File: config.mk
export PLATFORM = sky130hd
export DESIGN_NAME = hex_scan_controller
export DESIGN_NICKNAME = d
export VERILOG_FILES = /design/src/rtl/hex_scan_controller.sv
export SDC_FILE = /design/constraint.sdc
export NUM_CORES = 1
export LEC_CHECK = 0
export ABC_AREA = 0
export BUFFER_PORTS_ARGS = -buffer_cell sky130_fd_sc_hd__buf_2
export CAP_MARGIN = 20
export CORE_ASPECT_RATIO = 1.5
export CORE_MARGIN = 2
export CORE_UTILIZATION = 58
export DETAILED_ROUTE_END_ITERATION = 6
export HOLD_SLACK_MARGIN = 0.03
export PLACE_DENSITY = 0.9
export SLEW_MARGIN = 20
export SYNTH_ARGS = -nofsm -noshare
export SYNTH_HDL_FRONTEND = slang
export SYNTH_SLANG_ARGS = --single-unit
File: constraint.sdc
create_clock -name clock -period 2.4 [get_ports clock]
set_input_delay 0.48 -clock clock [delete_from_list [all_inputs] [get_ports clock]]
set_output_delay 0.48 -clock clock [all_outputs]
set_load 0.05 [all_outputs]
File: src/rtl/hex_scan_controller.sv
`default_nettype none
// ============================================================================
// Module   : hex_scan_controller
// Function : Time-multiplexed 4-digit hex display scanner with a one-deep
//            load buffer committed only at frame boundaries.
// Revision : 1.0 - initial release
// ============================================================================
module hex_scan_controller #(
    parameter int REFRESH_DIV = 50000,
    parameter int DIV_WIDTH   = 16
) (
    input  logic        clock,
    input  logic        reset,
    input  logic        loadValid,
    input  logic [15:0] inputBus,
    input  logic        blankEn,
    output logic        loadReady,
    output logic [3:0]  hexOut,
    output logic        blankOut,
    output logic [3:0]  digitSel,
    output logic        frameDone
);

    localparam logic [DIV_WIDTH-1:0] c_DIV_LAST = DIV_WIDTH'(REFRESH_DIV - 1);

    typedef enum logic [0:0] {
        ST_EMPTY   = 1'b0,
        ST_PENDING = 1'b1
    } loadState_t;

    loadState_t           r_state;
    loadState_t           w_stateNext;
    logic [DIV_WIDTH-1:0] r_prescaler;
    logic [1:0]           r_index;
    logic [15:0]          r_active;
    logic [15:0]          r_pending;

    logic                 w_tick;
    logic                 w_frameWrap;
    logic                 w_accept;
    logic                 w_commit;
    logic [1:0]           w_nextIndex;
    logic [15:0]          w_nextActive;
    logic [3:0]           w_nibble;
    logic                 w_blankDigit;

    assign w_tick       = (r_prescaler == c_DIV_LAST);
    assign w_frameWrap  = w_tick && (r_index == 2'd3);
    assign loadReady    = (r_state == ST_EMPTY) && !reset;
    assign w_accept     = loadValid && loadReady;
    assign w_commit     = w_frameWrap && (r_state == ST_PENDING);
    assign w_nextIndex  = r_index + 2'd1;
    // Digit 0 of a new frame must already show the freshly committed value.
    assign w_nextActive = w_commit ? r_pending : r_active;
    assign w_nibble     = w_nextActive[{w_nextIndex, 2'b00} +: 4];

    always_comb begin
        w_blankDigit = 1'b0;
        case (w_nextIndex)
            2'd3:    w_blankDigit = (w_nextActive[15:12] == 4'h0);
            2'd2:    w_blankDigit = (w_nextActive[15:8]  == 8'h00);
            2'd1:    w_blankDigit = (w_nextActive[15:4]  == 12'h000);
            default: w_blankDigit = 1'b0;
        endcase
        w_blankDigit = w_blankDigit && blankEn;
    end

    always_comb begin
        w_stateNext = r_state;
        case (r_state)
            ST_EMPTY:   if (w_accept) w_stateNext = ST_PENDING;
            ST_PENDING: if (w_commit) w_stateNext = ST_EMPTY;
            default:    w_stateNext = ST_EMPTY;
        endcase
    end

    always_ff @(posedge clock) begin
        if (reset) begin
            r_state <= ST_EMPTY;
        end else begin
            r_state <= w_stateNext;
        end
    end

    always_ff @(posedge clock) begin
        if (reset) begin
            r_prescaler <= '0;
            r_index     <= 2'd0;
            r_active    <= 16'h0000;
            r_pending   <= 16'h0000;
            digitSel    <= 4'b1110;
            hexOut      <= 4'h0;
            blankOut    <= 1'b0;
            frameDone   <= 1'b0;
        end else begin
            r_prescaler <= w_tick ? '0 : r_prescaler + DIV_WIDTH'(1);
            frameDone   <= w_frameWrap;
            if (w_tick) begin
                r_index  <= w_nextIndex;
                digitSel <= w_blankDigit ? 4'b1111 : ~(4'b0001 << w_nextIndex);
                hexOut   <= w_blankDigit ? 4'h0 : w_nibble;
                blankOut <= w_blankDigit;
            end
            if (w_commit) begin
                r_active <= r_pending;
            end
            if (w_accept) begin
                r_pending <= inputBus;
            end
        end
    end

endmodule
`default_nettype wire

; Yosys cells after proc, flatten, opt, wreduce, memory -nomap -nowiden
; Cells that the tools add are included.
[word_totals]
reg_bits = 61
elab_cells = 37
out_inout_bits = 11
[classes]
n_eq_ne = 5
reduce_logical = 10
bitwise = 2
shifts = 2
mux = 7
add_sub_neg = 2
[ops]
columns = op, n
row1 = $add 16x1->16 const B, 1
row2 = $eq 16x16->1 const B, 1
row3 = $mux 16, 1
row4 = $shiftx 16x5->4, 1
row5 = $logic_not 12->1, 1
row6 = $logic_not 8->1, 1
row7 = $mux 4, 2
row8 = $eq 2x2->1 const B, 3
row9 = $logic_and 1x1->1, 5
row10 = $logic_not 4->1, 1
row11 = $not 4->4, 1
row12 = $shl 1x2->4 const A, 1
row13 = $pmux 1 s3, 1
row14 = $add 2x1->2 const B, 1
row15 = $eq 2x1->1 const B, 1
row16 = $mux 1, 2
row17 = $pmux 1 s2, 1
row18 = $reduce_or 2->1, 1
row19 = $logic_not 1->1, 1
row20 = $not 1->1, 1

; Longest topological paths before layout
; Gate-level depths: netlist of run 1.
[depth]
ltp_word = 8
mapped_depth = 9
depth_no_buf = 8

; Worst setup path after synthesis of run 1
; Ideal clock, no wire load.
[synth_timing]
path_kind = reg2reg
startpoint = register r_index[0]
endpoint = register hexOut[0]
required_ps = 2283
arrival_time_ps = 2049
slack_ps = 235
setup_time_ps = 117
path_buffers = 1
stages_incl_launch_ff = 8
synth_period_minus_slack_ps = 2165
cell_sequence = dfxtp_1 -> clkbuf_1 -> inv_1 -> ha_1 -> or4b_2 -> o311ai_4 -> a211oi_2 -> a22o_1
[synth_via]
word_cells_on_any_way = 15
[synth_rtl]
columns = item, line
row1 = from (decl), 34  ; logic [1:0] r_index;
row2 = from (signal assigned), 99  ; r_index <= w_nextIndex;
row3 = $add 2x1->2 (*), 52  ; assign w_nextIndex = r_index + 2'd1;
row4 = net w_nextIndex[0], 42  ; logic [1:0] w_nextIndex;
row5 = branches (longest 3 deep; another with $shiftx 16x5->4), --
row6 = $mux 4 (*), 101  ; hexOut <= w_blankDigit ? 4'h0 : w_nibble;
row7 = to (signal assigned), 101
row8 = to (decl), 18  ; output logic [3:0] hexOut,
; Mark *: on every way through the listed nets, which the timed path passes.
; A chain may end at the register's enable or synchronous reset.

; Final worst setup path of run 1
[layout_timing]
startpoint = register r_prescaler[0]
endpoint = register hexOut[0]
[layout_via]
elab_chain_cells = 8
word_cells_on_any_way = 11
[layout_rtl]
columns = item, line
row1 = from (decl), 33  ; logic [DIV_WIDTH-1:0] r_prescaler;
row2 = from (signal assigned), 96  ; r_prescaler <= w_tick ? '0 : r_prescaler + DIV_WIDTH'(1);
row3 = $eq 16x16->1 (*), 47  ; assign w_tick = (r_prescaler == c_DIV_LAST);
row4 = $logic_and 1x1->1, 48  ; assign w_frameWrap = w_tick && (r_index == 2'd3);
row5 = $logic_and 1x1->1, 51  ; assign w_commit = w_frameWrap && (r_state == ST_PENDING);
row6 = $mux 16, --
row7 = "$logic_not 12->1, or another cell as far along", 62  ; 2'd1: w_blankDigit = (w_nextActive[15:4] == 12'h000);
row8 = $pmux 1 s3, 59  ; case (w_nextIndex)
row9 = $logic_and 1x1->1, 65  ; w_blankDigit = w_blankDigit && blankEn;
row10 = $mux 4, 101
; Mark *: on every way between the ends. The rest lies on a longest branch, timed or not.

==> metrics.md, run 1 <==
| Metric | Value |
|---|---|
| Status | `complete, no violations` |
| Post-Synthesis Net Count | `307` |
| Met3 routed wirelength | `221 um` |
| Worst R2R End | `hexOut[0]` |
| Final Hold Violating Endpoints | `0` |
| Global-route wire length before repair | `8652 um` |
| Initial core utilization | `59.45%` |
| Avg WL per Cell | `13.92 um` |
| CP Capture Type | `register` |
| Post-route DRC | `0` |
| Ys flop type | `dfxtp_1` |
| Register area share after synthesis | `43.05%` |
| Total GRT Usage | `21.74%` |
| Final worst path period share | `89.63%` |
| CP Class | `reg2reg` |
| PortBufs | `30` |
| Synth area leader | `dfxtp_1` |
| Pre-CTS setup slack | `0.2435 ns` |
| Antenna Cells | `0` |
| Power per Cell Area | `666.1 nW/um^2` |
| Reg2reg path depth | `7` |
| CTS Buf Count | `9` |
| Horiz. Die Dim | `61.10 um` |
| EDFF count, synth | `0` |
| Post_cts resized | `0` |
| Syn avg cell area | `10.09 um^2` |
| Hold-fix buffers, CTS | `0` |
| Worst EP arrival | `2.39 ns` |
| RSZ-0062 raised after global routing | `false` |
| Vias in the first global route | `2030` |
| DRT Wirelength | `5361 um` |
| CP max stage cell | `and4_1` |
| Layout cells sized above 1 | `21.32%` |
| Unique masters post-synth | `42` |
| GPL Wtd Cong | `0.8607` |
| Slew @ Worst Pin | `0.5279 ns` |
| Setup WS post-layout | `0.2489 ns` |
| Critical path startpoint category | `register` |
| Worst ir drop on vdd | `0.5158 mV` |
| Layout area overhead | `14.51%` |
| Overflow after GRT | `0` |
| First-pass iteration count of the detailed router | `4` |
| Fmax | `464.9 MHz` |
| Top-count cell post-synth | `dfxtp_1` |
| DRT met1 WL | `2189 um` |
| Ys async rst share | `0%` |
| Initial antenna violation count | `0` |
| Row cnt | `31` |
| ANT nets after route | `0` |
| Clock Path Buffers | `2` |
| WP data required | `2.64 ns` |
| Most frequent cells after synthesis | `dfxtp_1, nor2_1, nand2_1` |
| Die area | `5478 um^2` |
| Number of vias per cell | `5.442` |
| CP Cell Sequence | `ha_1, and3_1, and4_1, nand4_2, a22oi_2, a211oi_2, a22o_1` |
| Worst Hold Depth | `3` |
| Die Y | `89.65 um` |
| Post-CTS Setup Bufs | `0` |
| Post-Syn Instances | `281` |
| Sum Neg Setup Slack | `0 ns` |
| Final Net Count | `340` |
| Crit path max fanout | `9` |
| Via count | `2095` |
| Flop2flop setup slack | `0.25 ns` |
| Clock skew | `0.008546 ns` |
| Max-slew violations | `0` |
| Top layer reached by signal wires | `met4` |
| IO Pins | `31` |
| Met2 Wirelength | `2836 um` |
| Share of the synthesized area in the top cell type | `43.05%` |
| Core Area | `4771 um^2` |
| H-tree lvl count | `3` |
| Hold/Removal Path Class | `in2reg` |
| Lkg Pwr | `0.001325 uW` |
| Clk slew on worst S/H paths | `0.07 ns` |
| Post-route minimum period | `2.151 ns` |
| Clock Latency Late Sink | `0.34 ns` |
| Fillers | `365` |
| CTS tree | `built` |
| Synth top area cells | `dfxtp_1, mux4_1, mux2i_1` |
| Max-slew headroom at the worst pin | `64.81%` |
| HP Start | `inputBus[9]` |
| Pin count of the biggest net entering global routing | `36` |
| Yosys reg bits | `61` |
| Min-Delay Endpoint | `r_pending[9]` |
| Mapped cell area | `2836 um^2` |
| Root Driver | `clkbuf_8` |
| Number of setup violations in the final report | `0` |
| Syn. warnings | `0` |
| Hpwl dp | `4006 um` |
| CP peak stage delay | `0.43 ns` |
| Sink Count | `61` |
| Max-Cap Viols | `0` |
| Initial DRC count | `105` |
| Worst reg2reg path startpoint | `r_prescaler[0]` |
-- logic make-up (layout without fill, tap and decap cells) --
kind of cell    count (synthesis)  after routing  share of synthesized area (%)
mux                            29             29                          15.00
buf+inv                        17             55                          3.750
xor+xnor                       15             15                          4.632
compound gates                 32             32                          8.029
fa+ha+maj                       6              6                          2.647
flops                          61             61                          43.05
simple gates                  121            121                          22.89
-- state kept, by name, summed over array words and instances (netlist names) --
signal	cells
r_active	16
r_pending	16
r_prescaler	16
digitSel	4
hexOut	4
r_index	2
blankOut	1
frameDone	1
r_state	1
-- per-layer routing --
metal | GRT usage, % | up-vias
li1 | - | 1046
met1 | 22.09 | 995
met2 | 38.49 | 44
met3 | 7.880 | 10
met4 | 10.08 | 0
met5 | 0 | -
-- worst max path at each step --
stage / start / end / slack (ns) / depth (start not counted)
finish: r_prescaler[0] / hexOut[0] / 0.25 / 7
global route: r_prescaler[0] / hexOut[0] / 0.11 / 7
CTS: r_prescaler[0] / hexOut[0] / 0.25 / 7
detailed placement: r_prescaler[0] / hexOut[0] / 0.24 / 7
global placement: r_prescaler[0] / hexOut[1] / 0.34 / 7
floorplan: r_index[0] / hexOut[0] / 0.23 / 7
-- stage by stage --
step | hold WS (ns) | util [%] | instance area (um^2) | instances | power, uW
floorplan | 0.4132 | - | 2836 | 281 | 1137
global placement | 0.4217 | 63.36 | 3023 | 369 | 1167
detailed placement | 0.4398 | 63.36 | 3023 | 369 | 1171
CTS | 0.3211 | 68.08 | 3248 | 385 | 2183
global route | 0.3327 | 68.08 | 3248 | 385 | 2236
finish | 0.3316 | 68.08 | 3248 | 385 | 2164
-- worst max-delay path, delay by kind of cell, from the launching register on --
kind	cells	cell delay [ns]
flops	1	0.35
simple gates	3	0.86
compound gates	3	0.65
fa+ha+maj	1	0.19
-- where the power goes --
group | total (uW) | switching (uW) | leakage, uW | internal, uW
clock | 1010 | 377 | 0.000116 | 638
sequential | 1060 | 24.0 | 0.000495 | 1040
combinational | 88.0 | 47.0 | 0.000714 | 41.0
-- layout by cell type (no fill, tap or decap), types with 2 or more instances in the layout --
master / count
dfxtp_1: 61
nor2_1: 43
buf_2: 30
nand2_1: 26
nand2b_1: 19
o21ai_0: 18
mux2i_1: 17
clkbuf_8: 11
mux4_1: 8
xor2_1: 8
nand3_1: 7
xnor2_1: 7
buf_4: 7
ha_1: 6
and3_1: 5
nor4_1: 5
mux2_2: 4
a22o_1: 4
and2_1: 3
inv_1: 2
nor2b_1: 2
a21oi_1: 2
clkinv_2: 2
bufinv_16: 2
-- layout make-up --
cell class              instances  area [um^2]  share of cell area (%)
clock buffers                  12        155.1                   4.777
clock inverters                 4        70.07                   2.157
inverters                       2        7.507                  0.2311
multi-input cells             203         1509                   46.46
flip-flops and latches         61         1221                   37.60
well taps                      66        82.58                   2.542
repair buffers                 37        202.7                   6.240
(Power assumes the default switching activity.)
==> run 2, diff against run 1 <==
BUFFER_PORTS_ARGS = -buffer_cell sky130_fd_sc_hd__clkbuf_2   (was -buffer_cell sky130_fd_sc_hd__buf_2)
==> metrics.md, run 2 (synthesis gave the netlist of run 1 again) <==
| Metric | Value |
|---|---|
| Status | `complete, no violations (unchanged)` |
| Total GRT Usage | `24.18% (was 21.74%)` |
| Pin count of the biggest net entering global routing | `36 (unchanged)` |
| CP Class | `reg2reg (unchanged)` |
| Die Y | `89.65 um (unchanged)` |
| Number of setup violations in the final report | `0 (unchanged)` |
| Post-route minimum period | `2.205 ns (was 2.151 ns)` |
| Post-route DRC | `0 (unchanged)` |
| CP Cell Sequence | `ha_1, and3_1, nand4_4, nor2_8, mux4_1, mux2_2, a22o_1 (was ha_1, and3_1, and4_1, nand4_2, a22oi_2, a211oi_2, a22o_1)` |
| DRT Wirelength | `5727 um (was 5361 um)` |
| Root Driver | `clkbuf_8 (unchanged)` |
| Hold-fix buffers, CTS | `0 (unchanged)` |
| PortBufs | `30 (unchanged)` |
| Critical path startpoint category | `register (unchanged)` |
| Initial DRC count | `85 (was 105)` |
| First-pass iteration count of the detailed router | `4 (unchanged)` |
| Row cnt | `31 (unchanged)` |
| Post_cts resized | `0 (unchanged)` |
| Most common cell after layout, fill and taps aside | `dfxtp_1 (unchanged)` |
| CP max stage cell | `dfxtp_1 (was and4_1)` |
| ANT nets after route | `0 (unchanged)` |
| Layout area overhead | `14.51% (unchanged)` |
| Horiz. Die Dim | `61.10 um (unchanged)` |
| Clock Latency Late Sink | `0.34 ns (about the same)` |
| Clock skew | `0.008226 ns (was 0.008546 ns)` |
| Initial antenna violation count | `0 (unchanged)` |
| Fmax | `453.4 MHz (was 464.9 MHz)` |
| WP data required | `2.63 ns (was 2.64 ns)` |
| Utilization after layout | `68.08% (unchanged)` |
| CP peak stage delay | `0.36 ns (was 0.43 ns)` |
| Power per Cell Area | `669.1 nW/um^2 (was 666.1 nW/um^2)` |
| Placed instance count | `369 (unchanged)` |
| Number of vias per cell | `5.517 (was 5.442)` |
| Clk slew on worst S/H paths | `0.07 ns (about the same)` |
| Core Area | `4771 um^2 (unchanged)` |
| Crit path max fanout | `15 (was 9)` |
| Sink Count | `61 (unchanged)` |
| Worst EP arrival | `2.44 ns (was 2.39 ns)` |
| WHS | `0.3350 ns (was 0.3316 ns)` |
| Final Net Count | `340 (unchanged)` |
| Post-CTS Setup Bufs | `0 (unchanged)` |
| Biggest regs | `r_active (16), r_pending (16), r_prescaler (16) (unchanged)` |
| DRT met1 WL | `2172 um (was 2189 um)` |
| Via count | `2124 (was 2095)` |
| Clock Path Buffers | `2 (unchanged)` |
| Top layer reached by signal wires | `met4 (unchanged)` |
| Met2 Wirelength | `3025 um (was 2836 um)` |
| Most frequent cells in the layout | `dfxtp_1, nor2_1, clkbuf_2 (was dfxtp_1, nor2_1, buf_2)` |
| RSZ-0062 raised after global routing | `false (unchanged)` |
| Fillers | `367 (was 365)` |
| Layout cells sized above 1 | `21.32% (unchanged)` |
| CTS tree | `built (unchanged)` |
| Worst ir drop on vdd | `0.6073 mV (was 0.5158 mV)` |
| Final Hold Violating Endpoints | `0 (unchanged)` |
| Overflow after GRT | `0 (unchanged)` |
| Antenna Cells | `0 (unchanged)` |
| Avg WL per Cell | `14.88 um (was 13.92 um)` |
| Hold/Removal Path Class | `in2reg (unchanged)` |
| Sum Neg Setup Slack | `0 ns (unchanged)` |
| GPL Wtd Cong | `0.8666 (was 0.8607)` |
| Final worst path period share | `91.89% (was 89.63%)` |
| Slew @ Worst Pin | `0.5252 ns (was 0.5279 ns)` |
| IO Pins | `31 (unchanged)` |
| Initial core utilization | `59.45% (unchanged)` |
| Max-slew headroom at the worst pin | `64.99% (was 64.81%)` |
| H-tree lvl count | `3 (unchanged)` |
| Final cell count without fillers | `385 (unchanged)` |
| Max-Cap Viols | `0 (unchanged)` |
| Vias in the first global route | `2101 (was 2030)` |
| Die area | `5478 um^2 (unchanged)` |
| Met3 routed wirelength | `267 um (was 221 um)` |
| CP Capture Type | `register (unchanged)` |
| Hpwl dp | `4153 um (was 4006 um)` |
| Global-route wire length before repair | `9501 um (was 8652 um)` |
| Max-slew violations | `0 (unchanged)` |
| CTS Buf Count | `9 (unchanged)` |
| Lkg Pwr | `0.001327 uW (was 0.001325 uW)` |
## run 2: report_power, final
group	switching, uW	internal (uW)
Combinational	48.1	41.0
Sequential	25.2	1040
Clock	384	638
Total	458	1720
## run 2: layout make-up
class | instances | area, um^2 | share of cell area [%]
clock buffers | 12 | 155.1 | 4.777
clock inverters | 4 | 70.07 | 2.157
inverters | 2 | 7.507 | 0.2311
multi-input cells | 203 | 1509 | 46.46
flip-flops and latches | 61 | 1221 | 37.60
well taps | 66 | 82.58 | 2.542
repair buffers | 37 | 202.7 | 6.240
## run 2: worst paths after layout
path                        from             end  slack [ns]  cells past startpoint
setup / recovery  r_prescaler[0]       hexOut[1]        0.19                      7
hold / removal       inputBus[5]    r_pending[5]        0.34                      3
hold reg to reg   r_prescaler[0]  r_prescaler[0]        0.46                      1
setup reg to reg  r_prescaler[0]       hexOut[1]        0.19                      7
## run 2: metal layers
layer | track usage [%] | vias up
li1 | - | 1046
met1 | 22.81 | 999
met2 | 43.33 | 58
met3 | 7.593 | 21
met4 | 15.61 | 0
met5 | 0 | -
## run 2: metrics by stage
stage               total power, uW  instance area (um^2)  worst slack, ns
floorplan                      1137                  2836           0.2347
global placement               1168                  3023           0.3110
detailed placement             1172                  3023           0.2120
CTS                            2189                  3248           0.1879
global route                   2251                  3248          0.07017
finish                         2173                  3248           0.1946
## run 2: critical path: cells and delay by family (launching register included)
kind	cells	cell delay, ns
AOI/OAI and AO/OA	1	0.19
DFF	1	0.36
and+or+nand+nor	3	0.73
adders and majority gates	1	0.20
muxes	2	0.61
==> run 3, diff against run 2 <==
CORE_ASPECT_RATIO = 0.9   (was 1.5)
MAX_ROUTING_LAYER = met4   (was unset)
==> metrics.md, run 3 (synthesis gave the netlist of run 1 again) <==
| Metric | Value |
|---|---|
| Crit path max fanout | `14 (was 15)` |
| CTS tree | `built (unchanged)` |
| Flop2flop setup slack | `0.14 ns (was 0.19 ns)` |
| H-tree lvl count | `3 (unchanged)` |
| Final Net Count | `338 (was 340)` |
| Post-route minimum period | `2.261 ns (was 2.205 ns)` |
| Layout cells sized above 1 | `20.82% (was 21.32%)` |
| Utilization after layout | `67.69% (was 68.08%)` |
| Fillers | `359 (was 367)` |
| Initial DRC count | `100 (was 85)` |
| Critical path startpoint category | `register (unchanged)` |
| Horiz. Die Dim | `77.72 um (was 61.10 um)` |
| Post-route DRC | `0 (unchanged)` |
| Min-Delay Endpoint | `r_pending[5] (unchanged)` |
| Worst Hold Depth | `3 (unchanged)` |
| Pin count of the biggest net entering global routing | `33 (was 36)` |
| Most frequent cells in the layout | `dfxtp_1, nor2_1, clkbuf_2 (unchanged)` |
| WP data required | `2.65 ns (was 2.63 ns)` |
| Number of vias per cell | `5.505 (was 5.517)` |
| CTS Buf Count | `9 (unchanged)` |
| Clock skew | `0.006674 ns (was 0.008226 ns)` |
| Avg WL per Cell | `15.43 um (was 14.88 um)` |
| CP Cell Sequence | `ha_1, and3_1, nand4_4, nor2_8, mux4_1, mux2_2, a22o_1 (unchanged)` |
| Placed instance count | `366 (was 369)` |
| Via count | `2103 (was 2124)` |
| CP Class | `reg2reg (unchanged)` |
| Multi-input logic area | `1509 um^2 (unchanged)` |
| Final cell count without fillers | `382 (was 385)` |
| Setup WS post-layout | `0.1395 ns (was 0.1946 ns)` |
| CP Capture Type | `register (unchanged)` |
| Hold-fix buffers, CTS | `0 (unchanged)` |
| Antenna Cells | `0 (unchanged)` |
| Status | `complete, no violations (unchanged)` |
| Hold/Removal Path Class | `in2reg (unchanged)` |
| Biggest regs | `r_active (16), r_pending (16), r_prescaler (16) (unchanged)` |
| Die area | `5467 um^2 (was 5478 um^2)` |
| Clk slew on worst S/H paths | `0.07 ns (about the same)` |
| Worst EP arrival | `2.51 ns (was 2.44 ns)` |
| Post-CTS Setup Bufs | `0 (unchanged)` |
| GPL Wtd Cong | `0.8943 (was 0.8666)` |
| Max-Cap Viols | `0 (unchanged)` |
| CP max stage cell | `dfxtp_1 (unchanged)` |
| CP peak stage delay | `0.35 ns (was 0.36 ns)` |
| Global-route wire length before repair | `9646 um (was 9501 um)` |
| IO Pins | `31 (unchanged)` |
| Core Area | `4775 um^2 (was 4771 um^2)` |
| Row cnt | `24 (was 31)` |
| DRT Wirelength | `5896 um (was 5727 um)` |
| Worst reg2reg path startpoint | `r_prescaler[0] (unchanged)` |
| RSZ-0062 raised after global routing | `false (unchanged)` |
| Fmax | `442.4 MHz (was 453.4 MHz)` |
| HP Start | `inputBus[5] (unchanged)` |
| Sink Count | `61 (unchanged)` |
| Initial core utilization | `59.41% (was 59.45%)` |
| Reg2reg path depth | `7 (unchanged)` |
| Initial antenna violation count | `0 (unchanged)` |
| Max-slew violations | `0 (unchanged)` |
| Total GRT Usage | `23.88% (was 24.18%)` |
| Vias in the first global route | `2093 (was 2101)` |
| PortBufs | `30 (unchanged)` |
| Worst ir drop on vdd | `0.5196 mV (was 0.6073 mV)` |
| First-pass iteration count of the detailed router | `5 (was 4)` |
| Slew @ Worst Pin | `0.5258 ns (was 0.5252 ns)` |
| ANT nets after route | `0 (unchanged)` |
| Max-slew headroom at the worst pin | `64.95% (was 64.99%)` |
| Power per Cell Area | `675.1 nW/um^2 (was 669.1 nW/um^2)` |
| Worst R2R End | `hexOut[1] (unchanged)` |
| Overflow after GRT | `0 (unchanged)` |
| Root Driver | `clkbuf_8 (unchanged)` |
| Hpwl dp | `4260 um (was 4153 um)` |
| Post_cts resized | `0 (unchanged)` |
| Layout area overhead | `13.94% (was 14.51%)` |
| WHS | `0.3137 ns (was 0.3350 ns)` |
| Most common cell after layout, fill and taps aside | `dfxtp_1 (unchanged)` |
| Lkg Pwr | `0.001317 uW (was 0.001327 uW)` |
| FF+latch area | `1221 um^2 (unchanged)` |
| Final Hold Violating Endpoints | `0 (unchanged)` |
| Clock Latency Late Sink | `0.36 ns (was 0.34 ns)` |
| Number of setup violations in the final report | `0 (unchanged)` |
| Clock Path Buffers | `2 (unchanged)` |
| Pre-CTS setup slack | `0.1252 ns (was 0.2120 ns)` |
| Die Y | `70.35 um (was 89.65 um)` |
| Final worst path period share | `94.19% (was 91.89%)` |
| Sum Neg Setup Slack | `0 ns (unchanged)` |
## run 3: cell count changes in the layout (fill, tap and decap cells not counted), sizes merged
cell  previous run  this run
buf              7         5
## run 3: critical path, delay by kind of cell, from the launching register on
kind                       cells  cell delay [ns]
AOI/OAI and AO/OA              1             0.19
DFF                            1             0.35
adders and majority gates      1             0.19
and+or+nand+nor                3             0.81
muxes                          2             0.63
## run 3: worst max path at each step
stage,from,endpoint,slack [ns],cells past startpoint
global placement,r_prescaler[0],hexOut[1],0.25,7
global route,r_prescaler[0],hexOut[0],0.007,7
CTS,r_prescaler[0],hexOut[1],0.11,7
finish,r_prescaler[0],hexOut[1],0.14,7
floorplan,r_index[0],hexOut[0],0.23,7
detailed placement,r_prescaler[0],hexOut[1],0.13,7
## run 3: report_power, final
part           internal (uW)  switching, uW
clock                    637            388
combinational           40.9           50.5
sequential              1040           27.8
total                   1720            467
## run 3: through the flow
stage | cell area, um^2 | total power, uW
after floorplan | 2836 | 1137
after global placement | 3007 | 1170
after detailed placement | 3007 | 1175
after CTS | 3232 | 2193
after global routing | 3232 | 2243
final | 3232 | 2182
## run 3: final cells by class
| class | count | share of cell area, % |
|---|---|---|
| Clock inverter | 4 | 2.168 |
| Inverter | 2 | 0.2323 |
| Tap cell | 65 | 2.516 |
| Timing Repair Buffer | 35 | 5.807 |
| Multi-Input combinational cell | 203 | 46.69 |
| Sequential cell | 61 | 37.79 |
| Clock buffer | 12 | 4.801 |
## run 3: metal layers
| metal | GRT usage (%) | share of wire [%] |
|---|---|---|
| met5 | - | 0 |
| met4 | 14.09 | 3.8 |
| met3 | 7.364 | 7.8 |
| met2 | 36.11 | 47 |
| met1 | 27.99 | 41 |
